$ cat src/rtl/idma_rd_2d_req_gen_if.sv
// Request/data handshake bundle between the 2D request generator and the sync iDMA read channel.
// master = request generator, slave = DMA read channel.
interface idma_rd_2d_req_gen_if #(
  parameter int AXI_ADDR_WID = 32
) ();
  logic                    rd_req;
  logic [AXI_ADDR_WID-1:0] rd_addr;
  logic [31:0]             rd_num;
  logic                    rd_addr_ready;
  logic                    rd_data_valid;
  logic                    rd_data_ready;

  modport master (
    output rd_req, rd_addr, rd_num,
    input  rd_addr_ready, rd_data_valid, rd_data_ready
  );

  modport slave (
    input  rd_req, rd_addr, rd_num,
    output rd_addr_ready, rd_data_valid, rd_data_ready
  );
endinterface

$ cat src/rtl/idma_rd_2d_req_gen.sv
// 2D strided read-request generator: one DMA request per row, counts returned beats, flags completion.
// Optional IDMA_RD2D_STICKY_INTR_EN: done_intr latches until intr_clr instead of pulsing for one cycle.
module idma_rd_2d_req_gen #(
  parameter int AXI_ADDR_WID = 32,
  parameter int ROW_WID      = 16,
  parameter int BEAT_CNT_WID = 32
) (
  input  logic                    aclk,
  input  logic                    areset,
  input  logic                    cfg_start,
  input  logic [AXI_ADDR_WID-1:0] cfg_base_addr,
  input  logic [ROW_WID-1:0]      cfg_row_words,
  input  logic [AXI_ADDR_WID-1:0] cfg_row_stride,
  input  logic [ROW_WID-1:0]      cfg_row_num,
  input  logic                    intr_clr,
  output logic                    busy,
  output logic                    done_intr,
  output logic [BEAT_CNT_WID-1:0] beat_cnt,
  idma_rd_2d_req_gen_if.master    rd
);

  if (BEAT_CNT_WID < 2 * ROW_WID) begin : g_bad_cnt_wid
    $error("BEAT_CNT_WID must be at least 2*ROW_WID");
  end

  localparam logic [1:0] ST_IDLE      = 2'd0;
  localparam logic [1:0] ST_ISSUE     = 2'd1;
  localparam logic [1:0] ST_WAIT_DATA = 2'd2;
  localparam logic [1:0] ST_DONE      = 2'd3;

  logic [1:0]              state_q, state_d;
  logic [ROW_WID-1:0]      row_num_q, row_idx_q;
  logic [AXI_ADDR_WID-1:0] stride_q;
  logic [BEAT_CNT_WID-1:0] total_q, total_calc;
  logic                    start_fire, req_fire, beat_fire, last_row, cnt_done;

  assign total_calc = BEAT_CNT_WID'(cfg_row_words) * BEAT_CNT_WID'(cfg_row_num);
  assign start_fire = (state_q == ST_IDLE) & cfg_start;
  assign req_fire   = rd.rd_req & rd.rd_addr_ready;
  // Beats count only while rows are outstanding; IDLE and DONE ignore the data bus.
  assign beat_fire  = rd.rd_data_valid & rd.rd_data_ready &
                      ((state_q == ST_ISSUE) | (state_q == ST_WAIT_DATA));
  assign last_row   = (row_idx_q == row_num_q - ROW_WID'(1));
  assign cnt_done   = (beat_cnt == total_q);

  // NOTE: every always_comb output gets a default first so no path leaves it unassigned (no latch).
  always_comb begin
    state_d = state_q;
    case (state_q)
      ST_IDLE: begin
        if (cfg_start) state_d = (total_calc == '0) ? ST_DONE : ST_ISSUE;
      end
      ST_ISSUE: begin
        if (req_fire && last_row) state_d = cnt_done ? ST_DONE : ST_WAIT_DATA;
      end
      ST_WAIT_DATA: begin
        if (cnt_done) state_d = ST_DONE;
      end
      ST_DONE: state_d = ST_IDLE;
      default: state_d = ST_IDLE;
    endcase
  end

  // NOTE: sequential state uses non-blocking assignments so every register samples pre-edge values.
  always_ff @(posedge aclk or posedge areset) begin
    if (areset) begin
      state_q    <= ST_IDLE;
      busy       <= 1'b0;
      rd.rd_req  <= 1'b0;
      rd.rd_addr <= '0;
      rd.rd_num  <= '0;
      beat_cnt   <= '0;
      row_num_q  <= '0;
      row_idx_q  <= '0;
      stride_q   <= '0;
      total_q    <= '0;
    end else begin
      state_q   <= state_d;
      busy      <= (state_d != ST_IDLE);
      rd.rd_req <= (state_d == ST_ISSUE);
      if (start_fire) begin
        row_num_q  <= cfg_row_num;
        stride_q   <= cfg_row_stride;
        total_q    <= total_calc;
        row_idx_q  <= '0;
        rd.rd_addr <= cfg_base_addr;
        rd.rd_num  <= 32'(cfg_row_words);
        beat_cnt   <= '0;
      end else begin
        if (req_fire) begin
          row_idx_q  <= row_idx_q + ROW_WID'(1);
          // Address arithmetic wraps modulo 2^AXI_ADDR_WID by construction.
          rd.rd_addr <= rd.rd_addr + stride_q;
        end
        if (beat_fire) beat_cnt <= beat_cnt + BEAT_CNT_WID'(1);
      end
    end
  end

`ifdef IDMA_RD2D_STICKY_INTR_EN
  // Set on entry to DONE has priority over a simultaneous clear.
  always_ff @(posedge aclk or posedge areset) begin
    if (areset) begin
      done_intr <= 1'b0;
    end else if (state_d == ST_DONE) begin
      done_intr <= 1'b1;
    end else if (intr_clr) begin
      done_intr <= 1'b0;
    end
  end
`else
  logic unused_intr_clr;
  assign unused_intr_clr = intr_clr;

  always_ff @(posedge aclk or posedge areset) begin
    if (areset) begin
      done_intr <= 1'b0;
    end else begin
      done_intr <= (state_d == ST_DONE);
    end
  end
`endif

endmodule

$ cat src/flat_wrapper.sv
// flat-port wrapper written by rule: the top's interface ports become plain ports
module idma_rd_2d_req_gen_flat 
#(
  parameter int AXI_ADDR_WID = 32,
  parameter int ROW_WID      = 16,
  parameter int BEAT_CNT_WID = 32
)
  (aclk, areset, cfg_start, cfg_base_addr, cfg_row_words, cfg_row_stride, cfg_row_num, intr_clr, busy, done_intr, beat_cnt, rd_rd_req, rd_rd_addr, rd_rd_num, rd_rd_addr_ready, rd_rd_data_valid, rd_rd_data_ready);
  idma_rd_2d_req_gen_if #(.AXI_ADDR_WID(AXI_ADDR_WID)) rd_i ();
  input  logic aclk;
  input  logic areset;
  input  logic cfg_start;
  input  logic [AXI_ADDR_WID-1:0] cfg_base_addr;
  input  logic [ROW_WID-1:0] cfg_row_words;
  input  logic [AXI_ADDR_WID-1:0] cfg_row_stride;
  input  logic [ROW_WID-1:0] cfg_row_num;
  input  logic intr_clr;
  output logic busy;
  output logic done_intr;
  output logic [BEAT_CNT_WID-1:0] beat_cnt;
  output wire logic [$bits(rd_i.rd_req)-1:0] rd_rd_req;
  output wire logic [$bits(rd_i.rd_addr)-1:0] rd_rd_addr;
  output wire logic [$bits(rd_i.rd_num)-1:0] rd_rd_num;
  input wire logic [$bits(rd_i.rd_addr_ready)-1:0] rd_rd_addr_ready;
  input wire logic [$bits(rd_i.rd_data_valid)-1:0] rd_rd_data_valid;
  input wire logic [$bits(rd_i.rd_data_ready)-1:0] rd_rd_data_ready;
  assign rd_rd_req = rd_i.rd_req;
  assign rd_rd_addr = rd_i.rd_addr;
  assign rd_rd_num = rd_i.rd_num;
  assign rd_i.rd_addr_ready = rd_rd_addr_ready;
  assign rd_i.rd_data_valid = rd_rd_data_valid;
  assign rd_i.rd_data_ready = rd_rd_data_ready;
  idma_rd_2d_req_gen #(.AXI_ADDR_WID(AXI_ADDR_WID), .ROW_WID(ROW_WID), .BEAT_CNT_WID(BEAT_CNT_WID)) u_core (.aclk(aclk), .areset(areset), .cfg_start(cfg_start), .cfg_base_addr(cfg_base_addr), .cfg_row_words(cfg_row_words), .cfg_row_stride(cfg_row_stride), .cfg_row_num(cfg_row_num), .intr_clr(intr_clr), .busy(busy), .done_intr(done_intr), .beat_cnt(beat_cnt), .rd(rd_i));
endmodule
$ cat config.mk
export PLATFORM = sky130hd
export DESIGN_NAME = idma_rd_2d_req_gen_flat
export DESIGN_NICKNAME = d
export VERILOG_FILES = /design/src/rtl/idma_rd_2d_req_gen_if.sv /design/src/rtl/idma_rd_2d_req_gen.sv /design/src/flat_wrapper.sv
export SDC_FILE = /design/constraint.sdc
export NUM_CORES = 1
export LEC_CHECK = 0
export BUFFER_PORTS_ARGS = -buffer_cell sky130_fd_sc_hd__buf_2
export CAP_MARGIN = 20
export CORE_UTILIZATION = 61
export CTS_CLUSTER_SIZE = 30
export DETAILED_ROUTE_END_ITERATION = 8
export PLACE_DENSITY = 0.82
export SYNTH_ARGS = -nofsm -noshare
export SYNTH_HDL_FRONTEND = slang
export SYNTH_SLANG_ARGS = --single-unit
export TNS_END_PERCENT = 10
$ cat constraint.sdc
create_clock -name aclk -period 7.5 [get_ports aclk]
set_clock_uncertainty 0.15 [all_clocks]
set_input_delay 0.375 -clock aclk [delete_from_list [all_inputs] [get_ports aclk]]
set_output_delay 0.375 -clock aclk [all_outputs]
set_load 0.05 [all_outputs]
Yosys cells after proc, flatten, opt, wreduce, memory -nomap -nowiden
Cells that the tools add are included.
Operators by class
  $add $sub $neg: 4
  multiply operators: 1
  equality and inequality tests: 7
  muxes and demuxes: 12
  bitwise gates (word level): 5
  reductions and logical operators: 6
Operators with widths (number)
  $mux 32: 4
  $add 32x1->32 const B: 1
  $add 32x32->32: 1
  $eq 32x32->1: 1
  $logic_not 32->1: 1
  $mul 16x16->32: 1
  $mux 16: 2
  $add 16x1->16 const B: 1
  $eq 16x16->1: 1
  $sub 16x1->16 const B: 1
  $mux 2: 4
  $pmux 2 s4: 1
  $eq 2x2->1 const B: 3
  $reduce_bool 2->1: 3
  $and 1x1->1: 4
  $eq 2x1->1 const B: 2
  $logic_not 2->1: 1
  $logic_and 1x1->1: 1
  $mux 1: 1
  $or 1x1->1: 1
Storage, ports and cells
  register bits: 181
  input bits: 103
  output and inout bits: 99

Longest topological paths before layout
  depth after elaboration: 6
  mapped depth: 26
  gate-level depth less buffers: 23

Worst setup path after synthesis
OpenSTA, ideal clock, no wires.
  kind: input to register
  from: input port cfg_row_num[7]
  to: register u_core.rd.rd_req
  library setup time: 122 ps
  arrival: 6851 ps
  required time: 7228 ps
  setup slack: 377 ps
  cell stages on the path: 25
  cells stage by stage: clkbuf_1 clkbuf_1 nand2_1 fa_1 inv_1 fa_1 inv_1 fa_1 inv_1 fa_1 fa_1 inv_1 fa_1 inv_1 ha_1 clkbuf_1 a21o_1 a31o_2 a211o_1 a221oi_4 mux2_2 nor2_1 o2111ai_1 or4_4 a32o_1
Between the ends
  cells in the longest elaborated chain, start to end: 6
RTL lines
  start: declaration: line flat_wrapper.sv:16  | input logic [ROW_WID-1:0] cfg_row_num;
  $mul 16x16->32: line idma_rd_2d_req_gen.sv:37  | assign total_calc = BEAT_CNT_WID'(cfg_row_words) * BEAT_CNT_WID'(cfg_row_num);
  $logic_not 32->1: line idma_rd_2d_req_gen.sv:51  | if (cfg_start) state_d = (total_calc == '0) ? ST_DONE : ST_ISSUE;
  $mux 2 (2 in a row): line idma_rd_2d_req_gen.sv:51
  $pmux 2 s4: line idma_rd_2d_req_gen.sv:49  | case (state_q)
  $eq 2x1->1: line idma_rd_2d_req_gen.sv:80  | rd.rd_req <= (state_d == ST_ISSUE);
  end signal: assignment: line idma_rd_2d_req_gen.sv:80
  end: declaration: line idma_rd_2d_req_gen_if.sv:14  | output rd_req, rd_addr, rd_num,
No other way between the ends.
A chain may end at the register's enable or synchronous reset.

Worst setup path after layout
  from: input port cfg_row_words[9]
  to: register u_core.rd.rd_req
Between the ends
  cells in the longest elaborated chain, start to end: 6
RTL lines
  start: declaration: line flat_wrapper.sv:14  | input logic [ROW_WID-1:0] cfg_row_words;
  $mul 16x16->32: line idma_rd_2d_req_gen.sv:37
  $logic_not 32->1: line idma_rd_2d_req_gen.sv:51
  $mux 2 (2 in a row): line idma_rd_2d_req_gen.sv:51
  $pmux 2 s4: line idma_rd_2d_req_gen.sv:49
  $eq 2x1->1: line idma_rd_2d_req_gen.sv:80
No other way between the ends.

==> out/qor.yml <==
cts_sinks: 181
core_mm2: 0.0298
gp_congestion: 0.903
worstReg2RegStart: "u_core.rd.rd_addr[4]"
start_util_pct: 62.5
min_period_ns: 6.86
slew_headroom_pct: 26.3
syn_to_final_growth_pct: 11.5
die_y_um: 177
synth-seq-cells: 181
synthCells: 2167
drv_cap: 0
cp_data_arrival_time_ns: 7.04
drcViolationCount: 0
synth_edf_count: 0
required_ns: 7.68
slew_viol_final: 0
drtIter0Drc: 1228
cts_buffers: 17
fp.dieArea_mm2: 0.0312
grt.overflow.total: 0
die_x_um: 177
crit_fanout: 17
h-tree-depth: 4
violations: "negative hold slack"
yosysUniqueCellTypes: 65
multi_input_area_mm2: 0.0128
r2r-end: "u_core.rd.rd_addr[29]"
rsz0062_at_grt: "false"
synth_xor_area_share_pct: 6.59
clock_path_buffers: 2
synth_top_family_by_area: "adder cells"
hold_ws_ns: -0.0376
cts_resized: 0
ys_seq_area_share_pct: 24.3
cts_tree: "done"
ant_nets: 0
rrSetupSlack_ns: 3.45
cp-start-kind: "input pin"
postCtsSetupBuffers: 0
synth_simple_gate_area_share_pct: 20.9
fmax_mhz: 146
num-fill-cells: 2240
synth_area_mm2: 0.0186
grt_pass1_wl_um: 76800
routedWlPerCell_um: 16.7
crit_path_end_kind: "flip-flop"
critPathKind: "input pin to flip-flop"
synth_area_leader_cell: "dfrtp_1"
synth.area.mux_share_pct: 0.464
routed_wl_um: 45700
synth_area_leaders: "dfrtp_1, fa_1, nand2_1"
tns_ns: 0
clkLatencyLatePin_ns: 0.45
cts_root_buffer: "clkbuf_16"
async_flop_share_pct: 100
finalHoldViolations: 26
drive_gt1_share_pct: 10.6
seq_area_mm2: 0.00453
tightest_slew_ns: 1.11
status: "complete, but fails checks"
rows: 63
rr_worst_depth: 11
vias: 15800
clkSlewWorstSetupHoldPaths_ns: 0.07
port_buffers: 184
synthFlopType: "dfrtp_1"
netlist.area_leader.share_pct: 24.3
yosysWarnings: 0
synth_compound_area_share_pct: 9.66
grt_antenna_before_repair: 2
io_pins: 202
grt_max_degree: 109
hold_class: "input pin to asynchronous set/reset pin"
grt_pass1_vias: 16300
dp_hpwl_um: 34400
grt.total_usage_pct: 30.6
setup_viol: 0
finalCritPeriodShare_pct: 91.5
postSynthAreaPerCell_um2: 8.59
fin_nets: 2769
dr.pass1.iters: 7
yosys.area_share.adder_pct: 30.5
via_per_inst: 5.78
## kinds of logic after synthesis
kind of cell | count (synthesis)
XOR/XNOR | 140
adder cells (fa/ha/maj) | 337
AO/OA/AOI/OAI | 280
buffers and inverters | 356
other | 1
flip-flops | 181
AND/OR/NAND/NOR | 864
multiplexers | 8
## placed cells by master (no fill, tap or decap), types with 38 or more instances in the layout
| cell | netlist | layout |
|---|---|---|
| buf_2 | 1 | 184 |
| o21ai_0 | 78 | 78 |
| inv_1 | 248 | 247 |
| nand3_1 | 41 | 41 |
| nand2_1 | 475 | 474 |
| dfrtp_1 | 181 | 181 |
| fa_1 | 195 | 195 |
| and2_1 | 120 | 119 |
| xor2_1 | 97 | 97 |
| nor2_1 | 112 | 112 |
| a21oi_1 | 70 | 70 |
| xnor2_1 | 43 | 43 |
| ha_1 | 142 | 142 |
| dlygate4sd3_1 | 0 | 38 |
## worst max-delay path, stage by stage
cell       delay [ns]
buf_2            0.37
nand2_1          0.15
fa_1             0.53
fa_1             0.52
fa_1             0.53
inv_1            0.05
ha_1             0.28
fa_1             0.49
inv_1            0.05
fa_1             0.48
inv_1            0.04
ha_1             0.38
a21o_1           0.27
a2111oi_4        0.34
nor3_1           0.10
a211o_1          0.34
a221oi_4         0.39
mux2_2           0.38
nor2_1           0.11
o2111ai_1        0.11
or4_4            0.49
a32o_1           0.28
## layer usage
layer	share of wire (%)	GRT usage [%]	vias to the layer above
li1	-	-	7249
met1	39	37.9	7826
met2	52	54.2	604
met3	6.2	3.97	113
met4	2.8	11.9	2
met5	0.020	0	-
## synthesized netlist by cell type, types with 13 or more instances
cell type	instances
fa_1	195
inv_1	248
nor3_1	19
nand2_1	475
buf_4	16
a31oi_1	19
dfrtp_1	181
xor2_1	97
o21ai_0	78
nand4_1	28
xnor2_1	43
a21o_1	25
a21oi_1	70
clkbuf_1	80
nor4_1	16
nand3_1	41
ha_1	142
or3_1	13
and2_1	120
nor2_1	112
## repair_timing
action                                  CTS  global route
hold buffers                             38             0
hold endpoints to repair                 38             0
endpoints found under the setup margin    0             0
## area by class of cell
cell class / count / area share (%)
flip-flops and latches: 181 / 21.8
well taps: 390 / 2.35
diodes: 1 / 0.0120
multi-input cells: 1645 / 61.4
inverters: 248 / 4.51
repair buffers: 236 / 6.87
clock inverters: 14 / 0.910
clock buffers: 18 / 2.11
## flip-flops by register name, summed over array words and instances, names as in the netlist, 2 cells and up
| name | count |
|---|---|
| u_core.row_idx_q | 16 |
| u_core.row_num_q | 16 |
| u_core.beat_cnt | 32 |
| u_core.state_q | 2 |
| u_core.total_q | 32 |
| u_core.rd.rd_addr | 32 |
| u_core.rd.rd_num | 16 |
| u_core.stride_q | 32 |
## worst max-delay path by stage
stage | start | end | slack (ns) | cells after the start
after CTS | cfg_row_words[9] | u_core.rd.rd_req | 0.70 | 22
after global routing | cfg_row_words[9] | u_core.rd.rd_req | 0.36 | 22
final | cfg_row_words[9] | u_core.rd.rd_req | 0.64 | 22
after global placement | cfg_row_words[11] | u_core.rd.rd_req | 0.29 | 21
after detailed placement | cfg_row_words[11] | u_core.rd.rd_req | 0.25 | 21
after floorplan | cfg_row_num[7] | u_core.rd.rd_req | 0.38 | 25
## through the flow
step,area (µm²),util (%),worst slack (ns),cells
floorplan,18700,-,0.377,2182
global placement,19700,66.2,0.294,2661
detailed placement,19700,66.2,0.254,2661
CTS,20700,69.6,0.704,2731
global route,20800,69.7,0.356,2733
finish,20800,69.7,0.637,2733
Power is left out: the tool's default activity adds up to more than one toggle a clock period on the data nets, which glitch-free logic cannot reach.
